$ cat config.mk
export PLATFORM = sky130hd
export DESIGN_NAME = writeback_arbiter
export DESIGN_NICKNAME = d
export VERILOG_FILES = /design/src/rtl/writeback_arbiter.sv
export SDC_FILE = /design/constraint.sdc
export NUM_CORES = 1
export LEC_CHECK = 0
export ABC_CLOCK_PERIOD_IN_PS = 5600
export BUFFER_PORTS_ARGS = -buffer_cell sky130_fd_sc_hd__buf_2
export CAP_MARGIN = 20
export CORE_MARGIN = 10
export CORE_UTILIZATION = 52
export CTS_BUF_LIST = sky130_fd_sc_hd__clkbuf_4
export DETAILED_ROUTE_END_ITERATION = 8
export GPL_TIMING_DRIVEN = 1
export PLACE_DENSITY = 0.95
export SLEW_MARGIN = 20
export SYNTH_ARGS = -nofsm -noshare
export SYNTH_HDL_FRONTEND = slang
export SYNTH_SLANG_ARGS = --single-unit
$ cat constraint.sdc
create_clock -name clk -period 5.6 [get_ports clk]
set_input_delay 0 -clock clk [delete_from_list [all_inputs] [get_ports clk]]
set_output_delay 0 -clock clk [all_outputs]
set_load 0.02 [all_outputs]
$ cat src/rtl/writeback_arbiter.sv
// Round-robin arbiter sharing one register-file write port among NREQ result producers.
// Grant is combinational; the winner's write reaches res_* one cycle later.
module writeback_arbiter #(
    parameter int NREQ  = 3,
    parameter int CNT_W = 32,
    parameter int XLEN  = 32
) (
    input  logic                 clk,
    input  logic                 rst_n,
    input  logic [NREQ-1:0]      req_v_i,
    input  logic [NREQ*5-1:0]    req_adr_i,
    input  logic [NREQ*XLEN-1:0] req_data_i,
    output logic [NREQ-1:0]      req_ok_o,
    output logic                 res_v,
    output logic [4:0]           res_adr,
    output logic [XLEN-1:0]      res_data,
    output logic [CNT_W-1:0]     contention_o
);

    localparam int PTR_W = (NREQ > 1) ? $clog2(NREQ) : 1;
    localparam logic [PTR_W-1:0] LAST_IDX = PTR_W'(NREQ - 1);

    logic [PTR_W-1:0] r_rr;
    logic [PTR_W-1:0] w_gidx;
    logic             w_found;
    logic [PTR_W-1:0] w_rr_nxt;
    logic [4:0]       w_adr;
    logic [XLEN-1:0]  w_data;
    logic             w_multi;
    int               w_idx;

    // Scan from the pointer upward with wrap; the first valid requester wins.
    always_comb begin
        w_found = 1'b0;
        w_gidx  = '0;
        w_idx   = 0;
        for (int k = 0; k < NREQ; k++) begin
            w_idx = int'(r_rr) + k;
            if (w_idx >= NREQ) begin
                w_idx = w_idx - NREQ;
            end
            if (!w_found && req_v_i[w_idx]) begin
                w_found = 1'b1;
                w_gidx  = PTR_W'(w_idx);
            end
        end
    end

    always_comb begin
        req_ok_o = '0;
        if (w_found && rst_n) begin
            req_ok_o[w_gidx] = 1'b1;
        end
    end

    always_comb begin
        w_adr  = '0;
        w_data = '0;
        for (int i = 0; i < NREQ; i++) begin
            if (PTR_W'(i) == w_gidx) begin
                w_adr  = req_adr_i[5*i +: 5];
                w_data = req_data_i[XLEN*i +: XLEN];
            end
        end
    end

    assign w_rr_nxt = (w_gidx == LAST_IDX) ? '0 : w_gidx + 1'b1;
    assign w_multi  = ($countones(req_v_i) >= 2);

    always_ff @(posedge clk or negedge rst_n) begin
        if (!rst_n) begin
            r_rr <= '0;
        end else if (w_found) begin
            r_rr <= w_rr_nxt;
        end
    end

    // x0 writes are accepted and retired without raising the write enable.
    always_ff @(posedge clk or negedge rst_n) begin
        if (!rst_n) begin
            res_v    <= 1'b0;
            res_adr  <= '0;
            res_data <= '0;
        end else if (w_found) begin
            res_v    <= (w_adr != 5'd0);
            res_adr  <= w_adr;
            res_data <= w_data;
        end else begin
            res_v    <= 1'b0;
        end
    end

    always_ff @(posedge clk or negedge rst_n) begin
        if (!rst_n) begin
            contention_o <= '0;
        end else if (w_multi && (contention_o != {CNT_W{1'b1}})) begin
            contention_o <= contention_o + 1'b1;
        end
    end

endmodule

==> impl_metrics.json <==
{
  "grt_pass1_wl_um": 23300,
  "start_util_pct": 52.9,
  "arrival_ns": 4.28,
  "drive_gt1_share_pct": 38.3,
  "maxCapViolations": 0,
  "finClkSkew_ns": 0.0147,
  "placedCellCount": 671,
  "synth-seq-cells": 72,
  "n_fill_cell": 477,
  "gr-total-overflow": 0,
  "synth_edf_count": 0,
  "drtIter0Drc": 222,
  "numCtsBuffers": 9,
  "combinationalPowerShare_pct": 65.6,
  "place_congestion": 0.971,
  "row_count": 32,
  "syn_area_per_cell_um2": 10.2,
  "grt_max_degree": 42,
  "rsz0062_at_grt": "false",
  "setup_tns_ns": 0,
  "syn-num-nets": 518,
  "p_sw_share_pct": 45.1,
  "clock_latency_ns": 0.42,
  "synthSimpleGateAreaFrac_pct": 16.0,
  "io_buffers": 188,
  "synth_fa_ha_area_share_pct": 1.87,
  "cts_tree": "yes",
  "core_um2": 7610,
  "synth_compound_area_share_pct": 11.9,
  "final_max_slew_viol_count": 0,
  "mostFrequentLayoutCells": "buf_2 (188), dfrtp_1 (72), dlygate4sd3_1 (63)",
  "path_class": "reg2reg",
  "die_area_um2": 11700,
  "hold_class": "in2reg",
  "dp_hpwl_um": 9760,
  "yosys-mux-area-fraction_pct": 14.3,
  "clk_pin_slew_ns": 0.13,
  "cts_max_level": 3,
  "dr.pass1.iters": 5,
  "synth_area_um2": 4020,
  "drc_errors": 0,
  "num_vias": 4163,
  "antenna_found_initial": 0,
  "synth_ff_type": "dfrtp_1",
  "tightest_slew_ns": 0.892,
  "max-vdd-ir-drop_mv": 0.262,
  "end_kind": "register",
  "pwr_density_cell_nw_per_um2": 566,
  "clk_path_buf_depth": 2,
  "synth_seq_area_share_pct": 44.8,
  "fmax_mhz": 252,
  "synth_xor_area_share_pct": 6.75,
  "hold_viol_final": 0,
  "p_clk_share_pct": 8.8,
  "synth_top_family_by_area": "simple AND/OR/NAND/NOR gates",
  "die_h_um": 108,
  "grt_pass1_vias": 4384,
  "postRouteAntennaNets": 0,
  "routed_via_density": 5.54,
  "crit_path_start_kind": "register",
  "worst_ep_required_time_ns": 5.92,
  "clkSinkCount": 72,
  "relSlewSlack_pct": 40.6,
  "grt_use_total_pct": 25.2,
  "p_int_w": 0.00179,
  "dieWidth_um": 108,
  "synthDistinctLibCells": 47,
  "setup_viol": 0,
  "finalCritPeriodShare_pct": 70.8,
  "nets": 765,
  "status": "finished, final reports clean",
  "synthArstFlopShare_pct": 100,
  "yosys_warnings": 0,
  "final_common_cell": "buf_2",
  "totalWireLength_um": 14900,
  "cts-root-buf": "clkbuf_4",
  "crit_fanout": 30,
  "power_frac_seq_pct": 25.6,
  "cellLeakagePower_nw": 2.93,
  "power.switching_w": 0.00147,
  "synthCells": 396,
  "area_growth_syn_to_layout_pct": 42.9,
  "detail_route.wl_per_cell_um": 19.8,
  "postCtsSetupBuffers": 0,
  "min_period_ns": 3.96,
  "instances_no_fill": 752,
  "ioPinCount": 189,
  "ctsResizeCount": 0
}
-- worst max-delay path: stages (launching register included) --
cell           delay (ns)
dfrtp_1              0.42
inv_1                0.08
ha_1                 0.40
mux2i_1              0.33
o22ai_2              0.13
a31oi_4              0.75
buf_4                0.48
mux2i_1              0.30
o21ai_0              0.13
dlygate4sd3_1        0.57
mux2_2               0.26
-- repair_timing --
action                                 4_1_cts  5_1_grt
hold buffers                                63        0
setup endpoints to repair                    0        0
endpoints found under the hold margin       71        0
-- Yosys cell counts, types with 3 or more instances --
cell,n,area share (%)
a21o_1,8,1.5
a311oi_1,8,1.7
and3_1,5,0.78
and4_1,3,0.65
buf_2,6,0.75
buf_4,4,0.75
buf_6,5,1.4
clkbuf_1,4,0.37
dfrtp_1,72,45
ha_1,6,1.9
inv_1,11,1.0
mux2_2,26,7.3
mux2i_1,28,7.0
nand2_1,61,5.7
nand3_1,12,1.5
nand4_1,8,1.2
nor2_1,25,2.3
nor2b_1,3,0.47
nor3_1,4,0.50
o21ai_0,18,2.2
o21ai_1,17,2.1
o22a_1,3,0.65
xnor2_1,18,3.9
xor2_1,13,2.8
-- logic make-up after synthesis --
| kind of cell | Yosys count |
|---|---|
| AO/OA/AOI/OAI | 68 |
| buffers and inverters | 31 |
| AND/OR/NAND/NOR | 134 |
| multiplexers | 54 |
| XOR/XNOR | 31 |
| adder cells (fa/ha/maj) | 6 |
| flip-flops | 72 |
-- final timing paths --
path | slack, ns | end | startpoint | cells past startpoint
min in group asynchronous | 0.18 | contention_o[6]$_DFFE_PN0P_ | rst_n | 2
max | 1.64 | res_data[28]$_DFFE_PN0N_ | r_rr[0]$_DFFE_PN0N_ | 10
min reg2reg | 0.49 | res_data[22]$_DFFE_PN0N_ | res_data[22]$_DFFE_PN0N_ | 1
max reg2reg | 1.64 | res_data[28]$_DFFE_PN0N_ | r_rr[0]$_DFFE_PN0N_ | 10
min | 0.009 | res_data[13]$_DFFE_PN0N_ | req_data_i[45] | 4
max in group asynchronous | 4.39 | res_data[27]$_DFFE_PN0N_ | rst_n | 3
-- cell type report --
class,instances,area (µm²),share of cell area [%]
diodes,2,5.00,0.0871
clock buffers,9,67.6,1.18
clock inverters,7,47.5,0.827
inverters,11,41.3,0.718
multi-input cells,293,2050,35.6
flip-flops and latches,72,1800,31.4
well taps,102,128,2.22
repair buffers,256,1610,28.0
-- power by group through the flow --
stage | combinational (W) | sequential [W] | clock, W
after CTS | 0.00206 | 0.000817 | 0.000290
after global routing | 0.00230 | 0.000854 | 0.000316
after detailed placement | 0.00178 | 0.000828 | 0
after floorplan | 0.00118 | 0.00102 | 0
after global placement | 0.00172 | 0.000819 | 0
final | 0.00214 | 0.000833 | 0.000287
-- metal layers --
| metal | GRT usage (%) | vias to the layer above | share of wire, % |
|---|---|---|---|
| li1 | - | 1880 | - |
| met1 | 28.4 | 1982 | 36 |
| met2 | 41.9 | 259 | 50 |
| met3 | 8.57 | 42 | 11 |
| met4 | 12.0 | 0 | 3.5 |
| met5 | 0 | - | 0 |
-- per-stage QoR --
step                hold slack [ns]  utilization (%)  power (W)  instance area [µm²]  worst slack (ns)
global placement              0.106             65.7    0.00254                 5000              2.49
global route                 0.0376             75.5    0.00347                 5740              1.43
CTS                        0.000846             75.5    0.00316                 5740              1.78
detailed placement            0.128             65.7    0.00261                 5000              2.36
floorplan                    -0.296                -    0.00220                 4020              3.31
finish                      0.00886             75.5    0.00326                 5750              1.64
-- flip-flops by register name, indices dropped and copies added (netlist names) --
signal / count
res_adr: 5
res_data: 32
res_v: 1
r_rr: 2
contention_o: 32
Power figures use the tool's default switching activity.
